**src/rtl/lsu_pkg.sv**
```systemverilog
// Shared types and constants for the load/store unit.
// Width codes, FSM state encoding and request legality check.
package lsu_pkg;

    localparam int XLEN = 32;

    localparam logic [2:0] F3_B  = 3'b000;
    localparam logic [2:0] F3_H  = 3'b001;
    localparam logic [2:0] F3_W  = 3'b010;
    localparam logic [2:0] F3_BU = 3'b100;
    localparam logic [2:0] F3_HU = 3'b101;

    typedef enum logic [2:0] {
        IDLE,
        READ,
        WRITE,
        RESP,
        ERR
    } state_e;

    // Stores have no unsigned variants.
    function automatic logic f3_legal(input logic we, input logic [2:0] f3);
        if (we)
            return (f3 == F3_B) || (f3 == F3_H) || (f3 == F3_W);
        return (f3 == F3_B) || (f3 == F3_H) || (f3 == F3_W) ||
               (f3 == F3_BU) || (f3 == F3_HU);
    endfunction

endpackage

```
**src/rtl/load_store_unit_if.sv**
```systemverilog
// Core-side request/response bundle and memory-side pin bundle
// of the load/store unit.
interface lsu_req_if;
    import lsu_pkg::*;

    logic            req_valid;
    logic            req_ready;
    logic            req_we;
    logic [2:0]      req_funct3;
    logic [XLEN-1:0] req_addr;
    logic [XLEN-1:0] req_wdata;
    logic            rsp_valid;
    logic [XLEN-1:0] rsp_rdata;
    logic            rsp_err;

    modport master (
        output req_valid, req_we, req_funct3, req_addr, req_wdata,
        input  req_ready, rsp_valid, rsp_rdata, rsp_err
    );

    modport slave (
        input  req_valid, req_we, req_funct3, req_addr, req_wdata,
        output req_ready, rsp_valid, rsp_rdata, rsp_err
    );
endinterface

interface lsu_mem_if;
    import lsu_pkg::*;

    logic            mem_we;
    logic [XLEN-1:0] mem_addr;
    logic [XLEN-1:0] mem_wdata;
    logic [XLEN-1:0] mem_rdata;

    modport master (
        output mem_we, mem_addr, mem_wdata,
        input  mem_rdata
    );

    modport slave (
        input  mem_we, mem_addr, mem_wdata,
        output mem_rdata
    );
endinterface

```
**src/rtl/load_store_unit_align.sv**
```systemverilog
// Lane extraction with sign/zero extension for loads and
// byte/halfword merge into a fetched word for stores.
module lsu_align
    import lsu_pkg::*;
(
    input  logic [2:0]      funct3_i,
    input  logic [1:0]      off_i,
    input  logic [XLEN-1:0] word_i,
    input  logic [XLEN-1:0] wdata_i,
    output logic [XLEN-1:0] load_o,
    output logic [XLEN-1:0] store_o
);

    logic [7:0]  byte_sel;
    logic [15:0] half_sel;

    always_comb begin
        byte_sel = word_i[{off_i, 3'b000} +: 8];
        half_sel = off_i[1] ? word_i[31:16] : word_i[15:0];
        load_o   = word_i;
        store_o  = wdata_i;
        case (funct3_i)
            F3_B: begin
                load_o  = {{24{byte_sel[7]}}, byte_sel};
                store_o = word_i;
                store_o[{off_i, 3'b000} +: 8] = wdata_i[7:0];
            end
            F3_H: begin
                load_o  = {{16{half_sel[15]}}, half_sel};
                store_o = off_i[1] ? {wdata_i[15:0], word_i[15:0]}
                                   : {word_i[31:16], wdata_i[15:0]};
            end
            F3_BU:   load_o = {24'h0, byte_sel};
            F3_HU:   load_o = {16'h0, half_sel};
            default: ;
        endcase
    end

endmodule

```
**src/rtl/load_store_unit.sv**
```systemverilog
// Load/store sequencer between execute and memory access; sole driver of memory pins.
// Optional LSU_MISALIGN_TRAP_EN rejects misaligned halfword/word accesses.
module load_store_unit
    import lsu_pkg::*;
(
    input  logic      clk,
    input  logic      rst,
    lsu_req_if.slave  req,
    lsu_mem_if.master mem
);

    state_e          state_q;
    logic            we_q;
    logic [2:0]      f3_q;
    logic [1:0]      off_q;
    logic [XLEN-1:0] wdata_q;

    logic            rsp_valid_q;
    logic            rsp_err_q;
    logic [XLEN-1:0] rsp_rdata_q;
    logic            mem_we_q;
    logic [XLEN-1:0] mem_addr_q;
    logic [XLEN-1:0] mem_wdata_q;

    logic [XLEN-1:0] ld_ext;
    logic [XLEN-1:0] st_word;
    logic            bad;

    lsu_align u_align (
        .funct3_i (f3_q),
        .off_i    (off_q),
        .word_i   (mem.mem_rdata),
        .wdata_i  (wdata_q),
        .load_o   (ld_ext),
        .store_o  (st_word)
    );

    always_comb begin
        bad = !f3_legal(req.req_we, req.req_funct3);
`ifdef LSU_MISALIGN_TRAP_EN
        if (req.req_funct3[1:0] == 2'b01 && req.req_addr[0])
            bad = 1'b1;
        if (req.req_funct3 == F3_W && req.req_addr[1:0] != 2'b00)
            bad = 1'b1;
`endif
    end

    always_ff @(posedge clk or posedge rst) begin
        if (rst) begin
            state_q     <= IDLE;
            we_q        <= 1'b0;
            f3_q        <= 3'b000;
            off_q       <= 2'b00;
            wdata_q     <= '0;
            rsp_valid_q <= 1'b0;
            rsp_err_q   <= 1'b0;
            rsp_rdata_q <= '0;
            mem_we_q    <= 1'b0;
            mem_addr_q  <= '0;
            mem_wdata_q <= '0;
        end else begin
            rsp_valid_q <= 1'b0;
            rsp_err_q   <= 1'b0;
            rsp_rdata_q <= '0;
            mem_we_q    <= 1'b0;
            mem_addr_q  <= '0;
            mem_wdata_q <= '0;
            unique case (state_q)
                IDLE: if (req.req_valid) begin
                    we_q    <= req.req_we;
                    f3_q    <= req.req_funct3;
                    off_q   <= req.req_addr[1:0];
                    wdata_q <= req.req_wdata;
                    if (bad) begin
                        state_q     <= ERR;
                        rsp_valid_q <= 1'b1;
                        rsp_err_q   <= 1'b1;
                    end else if (req.req_we && req.req_funct3 == F3_W) begin
                        state_q     <= WRITE;
                        mem_we_q    <= 1'b1;
                        mem_addr_q  <= {req.req_addr[31:2], 2'b00};
                        mem_wdata_q <= req.req_wdata;
                    end else begin
                        state_q    <= READ;
                        mem_addr_q <= {req.req_addr[31:2], 2'b00};
                    end
                end
                // Sub-word stores merge into the word being read this cycle.
                READ: if (we_q) begin
                    state_q     <= WRITE;
                    mem_we_q    <= 1'b1;
                    mem_addr_q  <= mem_addr_q;
                    mem_wdata_q <= st_word;
                end else begin
                    state_q     <= RESP;
                    rsp_valid_q <= 1'b1;
                    rsp_rdata_q <= ld_ext;
                end
                WRITE: begin
                    state_q     <= RESP;
                    rsp_valid_q <= 1'b1;
                end
                RESP:    state_q <= IDLE;
                ERR:     state_q <= IDLE;
                default: state_q <= IDLE;
            endcase
        end
    end

    assign req.req_ready = (state_q == IDLE);
    assign req.rsp_valid = rsp_valid_q;
    assign req.rsp_err   = rsp_err_q;
    assign req.rsp_rdata = rsp_rdata_q;
    assign mem.mem_we    = mem_we_q;
    assign mem.mem_addr  = mem_addr_q;
    assign mem.mem_wdata = mem_wdata_q;

endmodule
```
**src/flat_wrapper.sv**
```systemverilog
// flat-port wrapper written by rule: the top's interface ports become plain ports
module load_store_unit_flat import lsu_pkg::*;
  (clk, rst, req_req_valid, req_req_we, req_req_funct3, req_req_addr, req_req_wdata, req_req_ready, req_rsp_valid, req_rsp_rdata, req_rsp_err, mem_mem_we, mem_mem_addr, mem_mem_wdata, mem_mem_rdata);
  lsu_req_if req_i ();
  lsu_mem_if mem_i ();
  input  logic clk;
  input  logic rst;
  input wire logic [$bits(req_i.req_valid)-1:0] req_req_valid;
  input wire logic [$bits(req_i.req_we)-1:0] req_req_we;
  input wire logic [$bits(req_i.req_funct3)-1:0] req_req_funct3;
  input wire logic [$bits(req_i.req_addr)-1:0] req_req_addr;
  input wire logic [$bits(req_i.req_wdata)-1:0] req_req_wdata;
  output wire logic [$bits(req_i.req_ready)-1:0] req_req_ready;
  output wire logic [$bits(req_i.rsp_valid)-1:0] req_rsp_valid;
  output wire logic [$bits(req_i.rsp_rdata)-1:0] req_rsp_rdata;
  output wire logic [$bits(req_i.rsp_err)-1:0] req_rsp_err;
  output wire logic [$bits(mem_i.mem_we)-1:0] mem_mem_we;
  output wire logic [$bits(mem_i.mem_addr)-1:0] mem_mem_addr;
  output wire logic [$bits(mem_i.mem_wdata)-1:0] mem_mem_wdata;
  input wire logic [$bits(mem_i.mem_rdata)-1:0] mem_mem_rdata;
  assign req_i.req_valid = req_req_valid;
  assign req_i.req_we = req_req_we;
  assign req_i.req_funct3 = req_req_funct3;
  assign req_i.req_addr = req_req_addr;
  assign req_i.req_wdata = req_req_wdata;
  assign req_req_ready = req_i.req_ready;
  assign req_rsp_valid = req_i.rsp_valid;
  assign req_rsp_rdata = req_i.rsp_rdata;
  assign req_rsp_err = req_i.rsp_err;
  assign mem_mem_we = mem_i.mem_we;
  assign mem_mem_addr = mem_i.mem_addr;
  assign mem_mem_wdata = mem_i.mem_wdata;
  assign mem_i.mem_rdata = mem_mem_rdata;
  load_store_unit u_core (.clk(clk), .rst(rst), .req(req_i), .mem(mem_i));
endmodule
```
**config.mk**
```make
export PLATFORM = sky130hd
export DESIGN_NAME = load_store_unit_flat
export DESIGN_NICKNAME = d
export VERILOG_FILES = /design/src/rtl/lsu_pkg.sv /design/src/rtl/load_store_unit_if.sv /design/src/rtl/load_store_unit_align.sv /design/src/rtl/load_store_unit.sv /design/src/flat_wrapper.sv
export SDC_FILE = /design/constraint.sdc
export NUM_CORES = 1
export LEC_CHECK = 0
export ABC_AREA = 1
export CAP_MARGIN = 10
export CORE_MARGIN = 10
export CORE_UTILIZATION = 48
export DETAILED_ROUTE_END_ITERATION = 8
export PLACE_DENSITY = 0.85
export SYNTH_ARGS = -nofsm -noshare
export SYNTH_HDL_FRONTEND = slang
export SYNTH_SLANG_ARGS = --single-unit
```
**constraint.sdc**
```tcl
create_clock -name clk -period 5.35 [get_ports clk]
set_input_delay 1.07 -clock clk [delete_from_list [all_inputs] [get_ports clk]]
set_output_delay 1.07 -clock clk [all_outputs]
set_load 0.01 [all_outputs]
```
### Word-level counts from Yosys, hierarchy flattened

Index checks and enable logic that the tools add are counted.

| storage, ports and cells | value |
|---|---|
| bits of input ports | 103 |
| register bits after elaboration | 140 |
| output and inout bits | 100 |
| word-level logic and storage cells | 69 |

| operators by class | value |
|---|---|
| equality and inequality tests | 11 |
| add/subtract/negate cells | 1 |
| multiplexer cells | 34 |
| shift operators | 3 |
| reductions and logical operators | 9 |

Operators with widths:

| kind | count |
|---|---|
| 2-to-1 mux 32 bit | 10 |
| one-hot mux 32 bit (2 select lines) | 3 |
| one-hot mux 32 bit (4 select lines) | 1 |
| bitwise mux 32 bit | 1 |
| variable shift 8 x 7 -> 32 bit, first input constant | 1 |
| indexed part select 32 x 6 -> 8 bit | 1 |
| indexed part select 8 x 7 -> 32 bit | 1 |
| 2-to-1 mux 16 bit | 1 |
| equality test 3 bit, second input constant | 4 |
| 2-to-1 mux 1 bit | 12 |
| equality test 3 x 1 -> 1 bit, second input constant | 3 |
| logical NOT 3 bit | 3 |
| one-hot mux 3 bit (3 select lines) | 1 |
| negator 5 -> 7 bit | 1 |
| equality test 3 x 2 -> 1 bit, second input constant | 2 |
| 2-to-1 mux 3 bit | 2 |
| logical OR 1 bit | 4 |
| inequality test 2 bit, second input constant | 2 |
| one-hot mux 1 bit (3 select lines) | 1 |
| 2-to-1 mux 2 bit | 1 |
| one-hot mux 1 bit (2 select lines) | 1 |
| AND reduction 2 bit | 1 |
| logical AND 1 bit | 1 |

### Depth between registers and ports, before layout

| logic depth | value |
|---|---|
| word-level depth | 9 |
| mapped depth | 14 |
| mapped depth without buffers | 11 |

### Hierarchy

A second synthesis with hierarchy kept.

| unflattened totals | value |
|---|---|
| cell total of the unflattened synthesis | 1044 |
| area, all modules | 7588.5 um^2 |

Modules (own cells, without submodules):

| module | area each (um^2) | cells each | times used |
|---|---|---|---|
| load_store_unit | 5180.0 | 537 | 1 |
| lsu_align | 2408.6 | 507 | 1 |

### Worst setup path after synthesis

No wires, ideal clock.

| timing path | value |
|---|---|
| kind | in2reg |
| from | input req_req_funct3[0] |
| to | register u_core.mem_wdata_q[10], in the netlist u_core.mem.mem_wdata[10] |
| setup slack | 3.391 ns |
| data required time | 5.285 ns |
| buffers on the path | 2 |
| data arrival time | 1.894 ns |
| stages | 9 |
| path through | nor2_1 > nand3_1 > inv_1 > nand2_1 > inv_1 > buf_4 > buf_4 > nand2_1 > nand2_1 |

| on the way | value |
|---|---|
| word-level cells in the longest chain between the ends | 9 |
| elaborated cells between the ends (all ways) | 16 |
| those cells by class | eq/ne: 4; mux: 6; reduce/logical: 6 |

RTL lines:

| what | line | RTL |
|---|---|---|
| start, declared | flat_wrapper.sv:10 | `input wire logic [$bits(req_i.req_funct3)-1:0] req_req_funct3;` |
| equality test 3 x 1 -> 1 bit or logical NOT 3 bit (tied branches) | lsu_pkg.sv:24, lsu_pkg.sv:25 |  |
| logical OR 1 bit (2 in series) | lsu_pkg.sv:24, lsu_pkg.sv:25 |  |
| logical OR 1 bit | lsu_pkg.sv:25 | `return (f3 == F3_B) \|\| (f3 == F3_H) \|\| (f3 == F3_W) \|\|` |
| logical OR 1 bit | lsu_pkg.sv:26 | `(f3 == F3_BU) \|\| (f3 == F3_HU);` |
| 2-to-1 mux 1 bit | lsu_pkg.sv:25 |  |
| 2-to-1 mux 32 bit (*) | load_store_unit.sv:74 | `if (bad) begin` |
| 2-to-1 mux 32 bit (*) | load_store_unit.sv:69 | `IDLE: if (req.req_valid) begin` |
| one-hot mux 32 bit (2 select lines) (*) | load_store_unit.sv:68 | `unique case (state_q)` |
| end signal, assigned | load_store_unit.sv:82 | `mem_wdata_q <= req.req_wdata;` |
| end signal, assigned | load_store_unit.sv:93 | `mem_wdata_q <= st_word;` |
| end, declared | load_store_unit.sv:23 | `logic [XLEN-1:0] mem_wdata_q;` |

Every way passes the cells marked *; elsewhere a longest branch is shown, timed or not. The select of a mux whose other input is x is not followed.
A chain may end at the register's enable or synchronous reset.

### Worst setup path in the final report

| timing path | value |
|---|---|
| from | input req_req_valid |
| to | register u_core.mem_addr_q[3], in the netlist u_core.mem.mem_addr[3] |

| on the way | value |
|---|---|
| word-level cells in the longest chain between the ends | 2 |

RTL lines:

| what | line | RTL |
|---|---|---|
| start, declared | flat_wrapper.sv:8 | `input wire logic [$bits(req_i.req_valid)-1:0] req_req_valid;` |
| 2-to-1 mux 32 bit | load_store_unit.sv:69 |  |
| one-hot mux 32 bit (2 select lines) | load_store_unit.sv:68 |  |
| end signal, assigned | load_store_unit.sv:81 | `mem_addr_q <= {req.req_addr[31:2], 2'b00};` |
| end signal, assigned | load_store_unit.sv:85 | `mem_addr_q <= {req.req_addr[31:2], 2'b00};` |
| end signal, assigned | load_store_unit.sv:92 | `mem_addr_q <= mem_addr_q;` |
| end, declared | load_store_unit.sv:22 | `logic [XLEN-1:0] mem_addr_q;` |

No other way between the ends.

==> results.ini <==
[status]
status=finished, final reports clean

[global_route]
grt_pass1_wl_um=35200
grt_usage=0.219
grt_max_degree=108
grt_overflow=0
grt_pass1_vias=6636
antenna_found_initial=1

[timing]
skew_ns=0.00936
rsz0062_at_grt=no
fmax_ghz=0.330
final-setup-viol-count=0
hold_viol_final=0
finalSetupTns_ns=0
finalCritPeriodShare=0.567
slew_headroom=0.352
worst_slew_pin_slew_ns=0.971
drv_slew=0
period_minus_slack_ns=3.03

[floorplan]
dieWidth_um=142
ios=203
coreArea_mm2=0.0145
floorplan.rows=44
start_util=0.489
die_height_um=142
dieArea_mm2=0.0200

[cts]
post_cts.repair.setup_buffers=0
clkTransAtPathRegs_ns=0.06
clk_path_buf_depth=2
cts_tree=built
cts_buffers=17
htree_num_levels=4
ctsResizeCount=0
cts_root_buf=clkbuf_16
hold_buffers=0
clock_latency_ns=0.42
clock_sinks=138

[pwr]
seqPwrFrac=0.316
ir_drop_mv=0.364
power_leakage_uw=0.00481
power_frac_clock=0.241
switchingPower_uw=2020
powerDensity_mw_per_mm2=502
intPower_uw=2810
combPwrFrac=0.443
swShare=0.418

[synth]
synth_seq_cells=138
netlist_instances=954
avgSynthCellArea_um2=7.43
ys_top_cells_by_area=dfrtp_1, nand2_1, nand3_1
synth_top_area_frac=0.487
synth_area_mm2=0.00709
synth_cell_types=30
ys_warn_count=0
yosys.area.top_type=dfrtp_1
ys_seq_area_frac=0.487

[layout]
drive_gt1_frac=0.0562
fin_area_mm2=0.00963
fin_nets=1233
syn_to_final_growth_pct=35.9
mostFrequentLayoutCells=nand2_1, clkdlybuf4s50_1, dfrtp_1, nor2_1, nand3_1
final-seq-area_mm2=0.00345
diodes=0
fillCellCount=1202
multi_input_area_mm2=0.00306
final_common_cell=nand2_1

[worst_setup_path]
timing.rr.start=u_core.off_q[1]$_DFFE_PP0P_
start_kind=input port
required_ns=5.70
r2r_end=u_core.mem.mem_wdata[7]$_DFF_PP0_
critPathKind=input port to flop
crit_fanout=35
rr_worst_depth=12
worstPathArrival_ns=3.39
rrSetupSlack_ns=2.41
cp-end-kind=flop

[placement]
io_buffers=200
dp_hpwl_um=16400
place_congestion=0.986
placement.cell_area_mm2=0.00905

[detailed_routing]
met3WireLength_um=2120
vias=6904
top_layer=met5
wl_met1_um=9020
ant_nets=0
wl_per_cell_um=17.1
wirelength_um=22500
drtPass1Iterations=5
vias_per_cell=5.22
drt_iter0_drc=646
drc_errors=0
wl_met2_um=10900

[worst_hold_path]
min_to=u_core.wdata_q[23]$_DFFE_PP0P_
holdCritPathClass=flop to flop
hold-path-cell-count=2
hold_start=u_core.wdata_q[23]$_DFFE_PP0P_

[job]
drv_cap=0

## registers in the layout (all words and copies together), names as in the netlist, 2 cells and up
signal / cells
u_core.state_q: 3
u_core.mem.mem_wdata: 32
u_core.f3_q: 3
u_core.mem.mem_addr: 30
u_core.wdata_q: 32
u_core.off_q: 2
u_core.req.rsp_rdata: 32
## cell usage after synthesis (all sizes together)
cell / instances
buf: 43
nand3: 74
a211oi: 4
o211ai: 20
dfrtp: 138
inv: 71
nand4: 1
clkbuf: 10
nor2: 97
o22ai: 3
nand2: 395
conb: 1
o21ai: 61
a22oi: 1
nor3: 2
a31oi: 3
ha: 5
a21oi: 25
## power groups by stage
stage          clock network (uW)  logic [uW]  registers (uW)
2_1_floorplan                   0        1390            1550
3_3_place_gp                    0        2060            1520
3_5_place_dp                    0        2100            1530
4_1_cts                      1170        2120            1520
5_1_grt                      1210        2370            1550
6_report                     1160        2140            1530
## per-layer routing
| metal | up-vias | global-route usage |
|---|---|---|
| met5 | - | 0 |
| met2 | 333 | 0.358 |
| met1 | 3181 | 0.270 |
| met3 | 47 | 0.0664 |
| li1 | 3341 | - |
| met4 | 2 | 0.0705 |
## how the worst max path moves through the flow
| stage | startpoint | to | slack [ns] | cells after the start |
|---|---|---|---|---|
| 3_5_place_dp | req_req_valid | u_core.mem.mem_addr[18]$_DFFE_PP0P_ | 1.92 | 7 |
| 6_report | req_req_valid | u_core.mem.mem_addr[3]$_DFFE_PP0P_ | 2.32 | 7 |
| 3_3_place_gp | req_req_valid | u_core.mem.mem_addr[27]$_DFFE_PP0P_ | 1.99 | 7 |
| 2_1_floorplan | rst | u_core.f3_q[0]$_DFFE_PP0P_ | 0.58 | 1 |
| 4_1_cts | req_req_valid | u_core.mem.mem_addr[3]$_DFFE_PP0P_ | 2.32 | 7 |
| 5_1_grt | req_req_valid | u_core.mem.mem_addr[3]$_DFFE_PP0P_ | 2.07 | 7 |
## worst max-delay path, stage by stage
cell	delay (ns)
clkdlybuf4s50_1	0.45
inv_1	0.07
nor2_4	0.54
inv_2	0.35
nor2_4	0.61
nand3_1	0.17
nand2_1	0.10
## layout make-up
cell class              instances  area share
clock buffers                  21      0.0478
clock inverters                11      0.0126
inverters                      71      0.0285
multi-input cells             693       0.317
flip-flops and latches        138       0.359
well taps                     184      0.0239
repair buffers                204       0.211
## per-stage QoR
stage	instances	util	hold WS (ns)	total power [uW]	setup WS (ns)
global placement	1290	0.625	0.457	3590	1.99
CTS	1322	0.665	0.474	4810	2.32
global route	1322	0.665	0.486	5130	2.07
finish	1322	0.665	0.473	4830	2.32
detailed placement	1290	0.625	0.460	3640	1.92
floorplan	955	-	0.442	2940	0.584
## logic make-up after synthesis
group | count (synthesis) | synth area share
flip-flops | 138 | 0.487
AO/OA/AOI/OAI | 117 | 0.0930
AND/OR/NAND/NOR | 569 | 0.328
buffers and inverters | 124 | 0.0828
adder cells (fa/ha/maj) | 5 | 0.00883
other | 1 | 0.000529
(Power assumes the default switching activity.)
